`config.mk`:
```
export PLATFORM = sky130hd
export DESIGN_NAME = video_timing_gen_flat
export DESIGN_NICKNAME = d
export VERILOG_FILES = /design/src/rtl/video_timing_gen_if.sv /design/src/rtl/video_timing_gen.sv /design/src/flat_wrapper.sv
export SDC_FILE = /design/constraint.sdc
export NUM_CORES = 1
export LEC_CHECK = 0
export ABC_CLOCK_PERIOD_IN_PS = 7000
export CAP_MARGIN = 30
export CORE_MARGIN = 4
export CORE_UTILIZATION = 50
export DETAILED_ROUTE_END_ITERATION = 7
export HOLD_SLACK_MARGIN = 0.15
export PLACE_DENSITY = 0.8
export SKIP_LAST_GASP = 1
export SLEW_MARGIN = 20
export SYNTH_ARGS = -nofsm -noshare
export SYNTH_HDL_FRONTEND = slang
export SYNTH_SLANG_ARGS = --single-unit
export TNS_END_PERCENT = 50
```
`constraint.sdc`:
```
create_clock -name clk_in -period 7 [get_ports clk_in]
set_clock_uncertainty 0.15 [all_clocks]
set_input_delay 1.4 -clock clk_in [delete_from_list [all_inputs] [get_ports clk_in]]
set_output_delay 1.4 -clock clk_in [all_outputs]
set_load 0.05 [all_outputs]
```
`src/rtl/video_timing_gen_if.sv`:
```
// Configuration inputs and timing outputs of the video timing generator.
// master = generator side, slave = configuration/sink side.
interface video_timing_gen_if #(
    parameter int X_BITS = 13,
    parameter int Y_BITS = 13
);
    logic              enable;
    logic [X_BITS-1:0] h_active;
    logic [X_BITS-1:0] h_fp;
    logic [X_BITS-1:0] h_sync;
    logic [X_BITS-1:0] h_bp;
    logic [Y_BITS-1:0] v_active;
    logic [Y_BITS-1:0] v_fp;
    logic [Y_BITS-1:0] v_sync;
    logic [Y_BITS-1:0] v_bp;
    logic              hs_pol;
    logic              vs_pol;
    logic              hn_out;
    logic              vn_out;
    logic              den_out;
    logic [X_BITS-1:0] x_out;
    logic [Y_BITS-1:0] y_out;
    logic [X_BITS-1:0] total_active_pix;
    logic [Y_BITS-1:0] total_active_lines;
    logic              frame_start;
    logic              config_err;

    modport master (
        input  enable, h_active, h_fp, h_sync, h_bp,
        input  v_active, v_fp, v_sync, v_bp, hs_pol, vs_pol,
        output hn_out, vn_out, den_out, x_out, y_out,
        output total_active_pix, total_active_lines, frame_start, config_err
    );

    modport slave (
        output enable, h_active, h_fp, h_sync, h_bp,
        output v_active, v_fp, v_sync, v_bp, hs_pol, vs_pol,
        input  hn_out, vn_out, den_out, x_out, y_out,
        input  total_active_pix, total_active_lines, frame_start, config_err
    );
endinterface

```
`src/rtl/video_timing_gen.sv`:
```
// Raster timing generator: shadowed config, h/v counters, registered sync/DE/coords.
// One cycle from counters to outputs; enable and config only take effect in IDLE or at frame end.
module video_timing_gen #(
    parameter int X_BITS = 13,
    parameter int Y_BITS = 13
) (
    input  logic               clk_in,
    input  logic               reset,
    video_timing_gen_if.master vif
);
    localparam int XW = X_BITS + 2;
    localparam int YW = Y_BITS + 2;
    localparam logic [XW-1:0] X_MAX = {2'b00, {X_BITS{1'b1}}};
    localparam logic [YW-1:0] Y_MAX = {2'b00, {Y_BITS{1'b1}}};

    typedef enum logic {IDLE, RUN} state_t;

    state_t            state_q, state_d;
    logic [X_BITS-1:0] h_cnt_q, h_cnt_d;
    logic [Y_BITS-1:0] v_cnt_q, v_cnt_d;
    logic [X_BITS-1:0] h_act_q, h_fp_q, h_sync_q, h_bp_q;
    logic [Y_BITS-1:0] v_act_q, v_fp_q, v_sync_q, v_bp_q;
    logic              hs_pol_q, vs_pol_q, err_q;
    logic              hn_q, hn_d, vn_q, vn_d, den_q, den_d, fs_q, fs_d;
    logic [X_BITS-1:0] x_q, x_d;
    logic [Y_BITS-1:0] y_q, y_d;
    logic              load;

    // Candidate configuration straight from the inputs, widened so nothing truncates.
    logic [XW-1:0] h_tot_c;
    logic [YW-1:0] v_tot_c;
    logic          cand_err;
    assign h_tot_c = {2'b00, vif.h_active} + {2'b00, vif.h_fp} + {2'b00, vif.h_sync} + {2'b00, vif.h_bp};
    assign v_tot_c = {2'b00, vif.v_active} + {2'b00, vif.v_fp} + {2'b00, vif.v_sync} + {2'b00, vif.v_bp};
    assign cand_err = (vif.h_active == '0) || (vif.h_sync == '0) ||
                      (vif.v_active == '0) || (vif.v_sync == '0) ||
                      (h_tot_c > X_MAX) || (v_tot_c > Y_MAX);

    logic [XW-1:0] h_tot_s, hs_start, hs_end, hx;
    logic [YW-1:0] v_tot_s, vs_start, vs_end, vy;
    logic          h_last, v_last, frame_last, hsync_c, vsync_c, de_c, v_in;
    assign hx       = {2'b00, h_cnt_q};
    assign vy       = {2'b00, v_cnt_q};
    assign hs_start = {2'b00, h_act_q} + {2'b00, h_fp_q};
    assign hs_end   = hs_start + {2'b00, h_sync_q};
    assign h_tot_s  = hs_end + {2'b00, h_bp_q};
    assign vs_start = {2'b00, v_act_q} + {2'b00, v_fp_q};
    assign vs_end   = vs_start + {2'b00, v_sync_q};
    assign v_tot_s  = vs_end + {2'b00, v_bp_q};

    assign h_last     = (hx == h_tot_s - XW'(1));
    assign v_last     = (vy == v_tot_s - YW'(1));
    assign frame_last = h_last && v_last;
    assign hsync_c    = (hx >= hs_start) && (hx < hs_end);
    assign vsync_c    = (vy >= vs_start) && (vy < vs_end);
    assign v_in       = (v_cnt_q < v_act_q);
    assign de_c       = (h_cnt_q < h_act_q) && v_in;

    always_comb begin
        state_d = state_q;
        load    = 1'b0;
        h_cnt_d = '0;
        v_cnt_d = '0;
        hn_d    = ~hs_pol_q;
        vn_d    = ~vs_pol_q;
        den_d   = 1'b0;
        x_d     = '0;
        y_d     = '0;
        fs_d    = 1'b0;
        case (state_q)
            IDLE: begin
                load = 1'b1;
                if (vif.enable && !cand_err) begin
                    state_d = RUN;
                end
            end
            RUN: begin
                hn_d  = hsync_c ~^ hs_pol_q;
                vn_d  = vsync_c ~^ vs_pol_q;
                den_d = de_c;
                x_d   = de_c ? h_cnt_q : '0;
                y_d   = v_in ? v_cnt_q : '0;
                fs_d  = (h_cnt_q == '0) && (v_cnt_q == '0);
                if (!h_last) begin
                    h_cnt_d = h_cnt_q + X_BITS'(1);
                    v_cnt_d = v_cnt_q;
                end else begin
                    v_cnt_d = v_last ? '0 : v_cnt_q + Y_BITS'(1);
                end
                // The frame always completes; enable and new config are only honoured here.
                if (frame_last) begin
                    load = 1'b1;
                    if (!vif.enable || cand_err) begin
                        state_d = IDLE;
                    end
                end
            end
            default: state_d = IDLE;
        endcase
    end

    always_ff @(posedge clk_in or posedge reset) begin
        if (reset) begin
            state_q  <= IDLE;
            h_cnt_q  <= '0;
            v_cnt_q  <= '0;
            h_act_q  <= '0;
            h_fp_q   <= '0;
            h_sync_q <= '0;
            h_bp_q   <= '0;
            v_act_q  <= '0;
            v_fp_q   <= '0;
            v_sync_q <= '0;
            v_bp_q   <= '0;
            hs_pol_q <= 1'b0;
            vs_pol_q <= 1'b0;
            err_q    <= 1'b0;
            hn_q     <= 1'b0;
            vn_q     <= 1'b0;
            den_q    <= 1'b0;
            x_q      <= '0;
            y_q      <= '0;
            fs_q     <= 1'b0;
        end else begin
            state_q <= state_d;
            h_cnt_q <= h_cnt_d;
            v_cnt_q <= v_cnt_d;
            hn_q    <= hn_d;
            vn_q    <= vn_d;
            den_q   <= den_d;
            x_q     <= x_d;
            y_q     <= y_d;
            fs_q    <= fs_d;
            if (load) begin
                h_act_q  <= vif.h_active;
                h_fp_q   <= vif.h_fp;
                h_sync_q <= vif.h_sync;
                h_bp_q   <= vif.h_bp;
                v_act_q  <= vif.v_active;
                v_fp_q   <= vif.v_fp;
                v_sync_q <= vif.v_sync;
                v_bp_q   <= vif.v_bp;
                hs_pol_q <= vif.hs_pol;
                vs_pol_q <= vif.vs_pol;
                err_q    <= cand_err;
            end
        end
    end

    assign vif.hn_out             = hn_q;
    assign vif.vn_out             = vn_q;
    assign vif.den_out            = den_q;
    assign vif.x_out              = x_q;
    assign vif.y_out              = y_q;
    assign vif.frame_start        = fs_q;
    assign vif.total_active_pix   = h_act_q;
    assign vif.total_active_lines = v_act_q;
    assign vif.config_err         = err_q;
endmodule

```
`src/flat_wrapper.sv`:
```
// flat-port wrapper written by rule: the top's interface ports become plain ports
module video_timing_gen_flat 
#(
    parameter int X_BITS = 13,
    parameter int Y_BITS = 13
)
  (clk_in, reset, vif_enable, vif_h_active, vif_h_fp, vif_h_sync, vif_h_bp, vif_v_active, vif_v_fp, vif_v_sync, vif_v_bp, vif_hs_pol, vif_vs_pol, vif_hn_out, vif_vn_out, vif_den_out, vif_x_out, vif_y_out, vif_total_active_pix, vif_total_active_lines, vif_frame_start, vif_config_err);
  video_timing_gen_if #(.X_BITS(X_BITS), .Y_BITS(Y_BITS)) vif_i ();
  input  logic clk_in;
  input  logic reset;
  input wire logic [$bits(vif_i.enable)-1:0] vif_enable;
  input wire logic [$bits(vif_i.h_active)-1:0] vif_h_active;
  input wire logic [$bits(vif_i.h_fp)-1:0] vif_h_fp;
  input wire logic [$bits(vif_i.h_sync)-1:0] vif_h_sync;
  input wire logic [$bits(vif_i.h_bp)-1:0] vif_h_bp;
  input wire logic [$bits(vif_i.v_active)-1:0] vif_v_active;
  input wire logic [$bits(vif_i.v_fp)-1:0] vif_v_fp;
  input wire logic [$bits(vif_i.v_sync)-1:0] vif_v_sync;
  input wire logic [$bits(vif_i.v_bp)-1:0] vif_v_bp;
  input wire logic [$bits(vif_i.hs_pol)-1:0] vif_hs_pol;
  input wire logic [$bits(vif_i.vs_pol)-1:0] vif_vs_pol;
  output wire logic [$bits(vif_i.hn_out)-1:0] vif_hn_out;
  output wire logic [$bits(vif_i.vn_out)-1:0] vif_vn_out;
  output wire logic [$bits(vif_i.den_out)-1:0] vif_den_out;
  output wire logic [$bits(vif_i.x_out)-1:0] vif_x_out;
  output wire logic [$bits(vif_i.y_out)-1:0] vif_y_out;
  output wire logic [$bits(vif_i.total_active_pix)-1:0] vif_total_active_pix;
  output wire logic [$bits(vif_i.total_active_lines)-1:0] vif_total_active_lines;
  output wire logic [$bits(vif_i.frame_start)-1:0] vif_frame_start;
  output wire logic [$bits(vif_i.config_err)-1:0] vif_config_err;
  assign vif_i.enable = vif_enable;
  assign vif_i.h_active = vif_h_active;
  assign vif_i.h_fp = vif_h_fp;
  assign vif_i.h_sync = vif_h_sync;
  assign vif_i.h_bp = vif_h_bp;
  assign vif_i.v_active = vif_v_active;
  assign vif_i.v_fp = vif_v_fp;
  assign vif_i.v_sync = vif_v_sync;
  assign vif_i.v_bp = vif_v_bp;
  assign vif_i.hs_pol = vif_hs_pol;
  assign vif_i.vs_pol = vif_vs_pol;
  assign vif_hn_out = vif_i.hn_out;
  assign vif_vn_out = vif_i.vn_out;
  assign vif_den_out = vif_i.den_out;
  assign vif_x_out = vif_i.x_out;
  assign vif_y_out = vif_i.y_out;
  assign vif_total_active_pix = vif_i.total_active_pix;
  assign vif_total_active_lines = vif_i.total_active_lines;
  assign vif_frame_start = vif_i.frame_start;
  assign vif_config_err = vif_i.config_err;
  video_timing_gen #(.X_BITS(X_BITS), .Y_BITS(Y_BITS)) u_core (.clk_in(clk_in), .reset(reset), .vif(vif_i));
endmodule
```
# Yosys cells after proc, flatten, opt, wreduce, memory -nomap -nowiden

Index checks and enable logic that the tools add are counted.

Eq/ne operators: 3
Bitwise operators: 5
Add/sub/neg operators: 16
Reduce and logical (&&, ||, !) cells: 20
Muxes and demuxes: 19
$lt $le $gt $ge: 8

Operators by type and width:

| operator                                                               | number |
|---|---|
| 15-bit by 13-bit adder with 15-bit output                              | 8 |
| 13-bit two-way mux                                                     | 9 |
| 13-bit zero test                                                       | 6 |
| 13-bit by 13-bit adder with 14-bit output                              | 4 |
| 13-bit by 15-bit == test with 1-bit output                             | 2 |
| 13-bit by 15-bit greater-or-equal comparator with 1-bit output         | 2 |
| 15-bit by 13-bit > comparator with 1-bit output, second input constant | 2 |
| 13-bit by 15-bit less-than comparator with 1-bit output                | 2 |
| 15-bit by 1-bit subtractor with 15-bit output, second input constant   | 2 |
| 13-bit by 1-bit adder with 13-bit output, second input constant        | 2 |
| 13-bit less-than comparator                                            | 2 |
| 1-bit two-way mux                                                      | 8 |
| 1-bit logical AND                                                      | 6 |
| 1-bit logical OR                                                       | 6 |
| 1-bit case mux with 2 select lines                                     | 2 |
| 1-bit NOT                                                              | 3 |
| 1-bit zero test                                                        | 2 |
| 2-bit != test, second input constant                                   | 1 |
| 1-bit XNOR                                                             | 2 |

Input port bits: 109
Logic and storage cells: 91
Output and inout port bits: 57
Flip-flop bits (word level): 164

# Logic depth before layout (Yosys ltp)

Depth in word-level cells: 10
Depth in mapped cells: 34

# Worst setup path before layout

Ideal clock, no wire load.

Kind: flip-flop to flip-flop
Start: register u_core.v_act_q[0] (netlist: u_core.vif.total_active_lines[0])
End: register u_core.v_fp_q[0]
Path slack: -81 ps
Required time: 6,725 ps
Setup time: 125 ps
Stages on the path, launching flop included: 31
Period minus slack after synthesis: 7,081 ps
Arrival time: 6,806 ps
Path through: dfrtp_1 > ha_1 > fa_1 > a21o_1 > a21oi_1 > o21bai_1 > a21oi_1 > nor2b_1 > o21a_1 > o21a_1 > o21a_1 > nor2_1 > xnor2_1 > ha_1 > nor2b_1 > a311oi_1 > xnor2_1 > or2_2 > ha_1 > xnor2_1 > nor3_1 > and4b_1 > o2111ai_1 > or3_1 > nor4_1 > nand3_1 > nor2_1 > o21a_1 > buf_4 > buf_4 > mux2_2

Cells in the longest elaborated chain, start to end: 8

RTL lines:

| item                                          | RTL line                | RTL |
|---|---|---|
| start: declaration                            | video_timing_gen.sv:22  | `logic [Y_BITS-1:0] v_act_q, v_fp_q, v_sync_q, v_bp_q;` |
| start signal: assignment                      | video_timing_gen.sv:139 | `v_act_q <= vif.v_active;` |
| 13-bit by 13-bit adder with 14-bit output     | video_timing_gen.sv:47  | `assign vs_start = {2'b00, v_act_q} + {2'b00, v_fp_q};` |
| 15-bit by 13-bit adder with 15-bit output     | video_timing_gen.sv:48  | `assign vs_end = vs_start + {2'b00, v_sync_q};` |
| 15-bit by 13-bit adder with 15-bit output     | video_timing_gen.sv:49  | `assign v_tot_s = vs_end + {2'b00, v_bp_q};` |
| 15-bit by 1-bit subtractor with 15-bit output | video_timing_gen.sv:52  | `assign v_last = (vy == v_tot_s - YW'(1));` |
| 13-bit by 15-bit == test with 1-bit output    | video_timing_gen.sv:52  |  |
| 1-bit logical AND                             | video_timing_gen.sv:53  | `assign frame_last = h_last && v_last;` |
| 1-bit two-way mux                             | video_timing_gen.sv:91  | `if (frame_last) begin` |
| 1-bit case mux with 2 select lines            | video_timing_gen.sv:70  | `case (state_q)` |
| end signal: assignment                        | video_timing_gen.sv:140 | `v_fp_q <= vif.v_fp;` |
| end: declaration                              | video_timing_gen.sv:22  |  |

No other way between the ends.
A chain may end at the register's enable or synchronous reset.

# Worst setup path in the final report

Start: register u_core.h_act_q[3] (netlist: u_core.vif.total_active_pix[3])
End: register u_core.v_fp_q[8]

Cells in the longest elaborated chain, start to end: 8

RTL lines:

| item                                          | RTL line                | RTL |
|---|---|---|
| start: declaration                            | video_timing_gen.sv:21  | `logic [X_BITS-1:0] h_act_q, h_fp_q, h_sync_q, h_bp_q;` |
| start signal: assignment                      | video_timing_gen.sv:135 | `h_act_q <= vif.h_active;` |
| 13-bit by 13-bit adder with 14-bit output     | video_timing_gen.sv:44  | `assign hs_start = {2'b00, h_act_q} + {2'b00, h_fp_q};` |
| 15-bit by 13-bit adder with 15-bit output     | video_timing_gen.sv:45  | `assign hs_end = hs_start + {2'b00, h_sync_q};` |
| 15-bit by 13-bit adder with 15-bit output     | video_timing_gen.sv:46  | `assign h_tot_s = hs_end + {2'b00, h_bp_q};` |
| 15-bit by 1-bit subtractor with 15-bit output | video_timing_gen.sv:51  | `assign h_last = (hx == h_tot_s - XW'(1));` |
| 13-bit by 15-bit == test with 1-bit output    | video_timing_gen.sv:51  |  |
| 1-bit logical AND                             | video_timing_gen.sv:53  |  |
| 1-bit two-way mux                             | video_timing_gen.sv:91  |  |
| 1-bit case mux with 2 select lines            | video_timing_gen.sv:70  |  |

No other way between the ends.

==> summary.md <==
| Metric | Value |
|---|---|
| Fin. Hold Viols | `0` |
| Count of flip-flops with a built-in enable after synthesis | `0` |
| Leftover overflow at the end of global routing | `0` |
| Die Span Y | `181 um` |
| Die outline area | `about 33000 um^2` |
| Worst EP arrival | `a little over 7 ns` |
| Maximum clock frequency | `around 150 MHz` |
| Die X-Extent | `roughly 180 um` |
| Global routing usage summed across all routing layers | `between 20% and 30%` |
| Max FO, Critical Path | `14` |
| Cell Rows | `63` |
| Clock-pin slew reported for the worst setup and hold paths after clock tree synthesis | `roughly 0.070 ns` |
| Vias | `roughly 12000` |
| Commonest non-fill, non-tap cell in the layout | `sky130_fd_sc_hd__inv_1` |
| Placer's final routability congestion estimate | `0.936` |
| Number of global-route vias before repair | `approximately 12000` |
| Synthesized area per cell | `9.40 um^2` |
| Fraction of layout instances using a drive strength above 1 | `a little under an eighth` |
| Footprint of the multi-input gates | `between 9000 and 10000 um^2` |
| Count of input and output buffers | `165` |
| First drt pass iteration count | `5` |
| Type of the worst setup path | `reg -> reg` |
| Seq. cell area | `around 4100 um^2` |
| Violation count after the first detailed-route iteration | `approximately 900` |
| Antenna violation net count after detailed routing | `0` |
| Status | `completed` |
| Post-Route WL | `40700 um` |
| Max-Slew Margin vs Limit | `51.8%` |
| Tightest Hold Check Type | `reg -> reg` |
| Final slew viol count | `0` |
| Finished Cell Area | `~18000 um^2` |
| Standard cell area after detailed placement | `~17000 um^2` |
| Stage delay of the slowest cell on the critical path | `a little over 0.6 ns` |
| Total number of nets in the final design | `between 2000 and 2500` |
| Ordered list of cells on the worst path | `ha_1, nand2_1, o21ai_1, nor4_1, or4_1, and3b_1, xnor2_1, ha_2, nand4_1, and3b_1, xor2_2, xor2_1, ha_2, a21o_1, a21oi_2, nor2b_1, nor4_2, nand4_1, or4_4, o41ai_4, o21a_4, buf_12, buf_16, mux2_2` |
| Main area contributors after synthesis | `sky130_fd_sc_hd__dfrtp_1 27%, sky130_fd_sc_hd__ha_1 18%, sky130_fd_sc_hd__inv_1 6.2%` |
| Worst endpoint required time | `7.17 ns` |
| Number of fill cells | `about 2400` |
| Cell at the root of the clock tree | `sky130_fd_sc_hd__clkbuf_16` |
| Category of the worst setup path launch point | `flip-flop` |
| Post-Synthesis Net Count | `1952` |
| Power per Cell Area | `between 100 and 150 nW/um^2` |
| Master of the slowest instance on the critical path | `sky130_fd_sc_hd__or4_1` |
| Leading cell types in the layout, fill and taps excluded | `244 x sky130_fd_sc_hd__inv_1, 212 x sky130_fd_sc_hd__ha_1, 165 x sky130_fd_sc_hd__clkdlybuf4s50_1, 164 x sky130_fd_sc_hd__dfrtp_1, 87 x sky130_fd_sc_hd__a21oi_1` |
| Final setup violation count | `0` |
| #FFs+latches synth | `164` |
| Routed wire length per instance | `about 19 um` |
| Part of the cycle the worst path needs | `slightly below 100%` |
| CORE AREA | `just under 30000 um^2` |
| Antenna diode count | `0` |
| Largest net degree at the start of global routing | `67` |
| Clock tree from TritonCTS | `built` |
| Initial standard-cell utilization of the core | `around half` |
| Leakage component of the power | `between 9 and 10 nW` |
| Number of max-cap violations | `0` |
| Top-level port count | `between 150 and 200` |
| Endpoint kind of the worst setup timing path | `flip-flop` |
| Number of buffers created by CTS | `17` |
| Initial antenna violation count | `0` |
| Proportion of register bits with asynchronous set or reset after synthesis | `between 90% and 100%` |
| Clk Latency, worst-skew pair | `roughly 0.45 ns` |
| H-tree lvl count | `4` |
| Vias per cell | `5.62` |
| Number of remaining DRC errors | `0` |
| Number of sinks handled by clock tree synthesis | `approximately 160` |
| Total instance count after detailed placement | `2135` |
| TNS Setup | `0 ns` |
| Cell taking the most area after synthesis | `sky130_fd_sc_hd__dfrtp_1` |
| Sequential area share after synthesis | `27.5%` |
| First-pass GRT wire length | `roughly 64000 um` |
| Layout overhead on the synthesized area | `22.4%` |
| Share of Yosys cell area claimed by the top area cell type | `a little over a quarter` |
| Post-synthesis cell count | `between 1500 and 2000` |
| Number of synthesis warnings | `0` |
| Mapped Area | `about 15000 um^2` |
| Fin cells | `~2200` |
| IR Drop Worst-Case VDD | `0.149 mV` |
| Detailed placer's ending HPWL | `31800 um` |
| Most instantiated flip-flop cell in the synthesis netlist | `sky130_fd_sc_hd__dfrtp_1` |
| Minimum period implied by the final worst setup slack | `around 7 ns` |
| Max clock buf depth | `2` |
| Cts hold-fix bufs | `0` |
| Number of distinct standard cells referenced by the synthesized netlist | `67` |
| Slew @ Worst Pin | `~0.7 ns` |
## routing by layer
metal  GRT usage, %  routed length (um)  vias to the layer above
li1               -                   -                     5900
met1           33.0               18500                     6022
met2           38.7               18900                      366
met3           3.66                2260                       65
met4           7.11                 967                        0
met5              0                   0                        -
## cells in the mapped netlist, types with 26 or more instances
library cell	count
sky130_fd_sc_hd__and2_1	29
sky130_fd_sc_hd__dfrtp_1	164
sky130_fd_sc_hd__nor3_1	32
sky130_fd_sc_hd__ha_1	218
sky130_fd_sc_hd__xor2_1	58
sky130_fd_sc_hd__nor2_1	75
sky130_fd_sc_hd__inv_1	245
sky130_fd_sc_hd__xnor2_1	78
sky130_fd_sc_hd__nand2_1	50
sky130_fd_sc_hd__mux2_2	68
sky130_fd_sc_hd__a21oi_1	95
sky130_fd_sc_hd__a21o_1	43
sky130_fd_sc_hd__o21ai_0	43
sky130_fd_sc_hd__nand3_1	26
sky130_fd_sc_hd__fa_1	36
## sequential cells by signal, summed over array words and instances, names as in the netlist, 13 cells and up
signal	count
u_core.h_fp_q	13
u_core.v_bp_q	13
u_core.v_sync_q	13
u_core.h_cnt_q	13
u_core.vif.x_out	13
u_core.h_bp_q	13
u_core.h_sync_q	13
u_core.vif.total_active_pix	13
u_core.vif.y_out	13
u_core.v_fp_q	13
u_core.v_cnt_q	13
u_core.vif.total_active_lines	13
## critical path, delay by kind of cell (launching register included)
family	cells	cell delay [ns]
buffers and inverters	2	0.31
DFF	1	0.44
xor gates and xnor gates	3	0.60
AOI/OAI and AO/OA	5	1.18
adders and majority gates	3	1.19
muxes	1	0.34
and+or+nand+nor	10	2.51
## area by class of cell
| class | instances | area share (%) |
|---|---|---|
| Clock inverter | 14 | 0.664 |
| Inverter | 245 | 5.06 |
| Tap cell | 390 | 2.67 |
| Sequential cell | 164 | 22.4 |
| Timing Repair Buffer | 219 | 12.3 |
| Multi-Input combinational cell | 1147 | 54.4 |
| Clock buffer | 18 | 2.40 |
## per-stage QoR
step	setup slack, ns	util [%]	power (W)	hold slack [ns]
4_1_cts	0.00329	60.0	0.00235	0.317
3_5_place_dp	-0.129	58.0	0.00143	0.310
5_1_grt	-0.128	61.9	0.00245	0.334
3_3_place_gp	0.190	58.0	0.00142	0.300
2_1_floorplan	0.0113	-	0.00126	0.288
6_report	0.110	61.9	0.00234	0.327
## cells by family (layout without fill, tap and decap cells)
family,Yosys count,in the layout,share of synthesized area (%)
compound gates,303,303,13.5
xor+xnor,137,137,8.08
fa+ha+maj,259,259,23.4
buf+inv,278,496,7.41
flops,164,164,27.5
mux,110,110,8.18
simple gates,338,338,11.9
## final timing paths
path	start	end	slack (ns)	cells after the start
max	u_core.vif.total_active_pix[3]$_DFFE_PP0P_	u_core.v_fp_q[8]$_DFFE_PP0P_	0.11	24
min	u_core.vs_pol_q$_DFFE_PP0P_	u_core.vif.vn_out$_DFF_PP0_	0.33	1
max reg2reg	u_core.vif.total_active_pix[3]$_DFFE_PP0P_	u_core.v_fp_q[8]$_DFFE_PP0P_	0.11	24
min reg2reg	u_core.vs_pol_q$_DFFE_PP0P_	u_core.vif.vn_out$_DFF_PP0_	0.33	1
max in group asynchronous	reset	u_core.h_fp_q[11]$_DFFE_PP0P_	4.30	3
min in group asynchronous	reset	u_core.vif.den_out$_DFF_PP0_	1.26	2
## timing repair
item | in CTS | in global routing
hold endpoints to repair | 0 | 0
cloned | 0 | 8
resized for setup | 5 | 39
setup buffers | 1 | 21
pin swaps | 1 | 26
endpoints found under the setup margin | 107 | 122
## report_power, final
group          switching [W]  total, W  internal (W)
logic               0.000260  0.000474      0.000214
registers                  0  0.000947      0.000947
clock network       0.000441  0.000915      0.000475
Power figures use the tool's default switching activity.
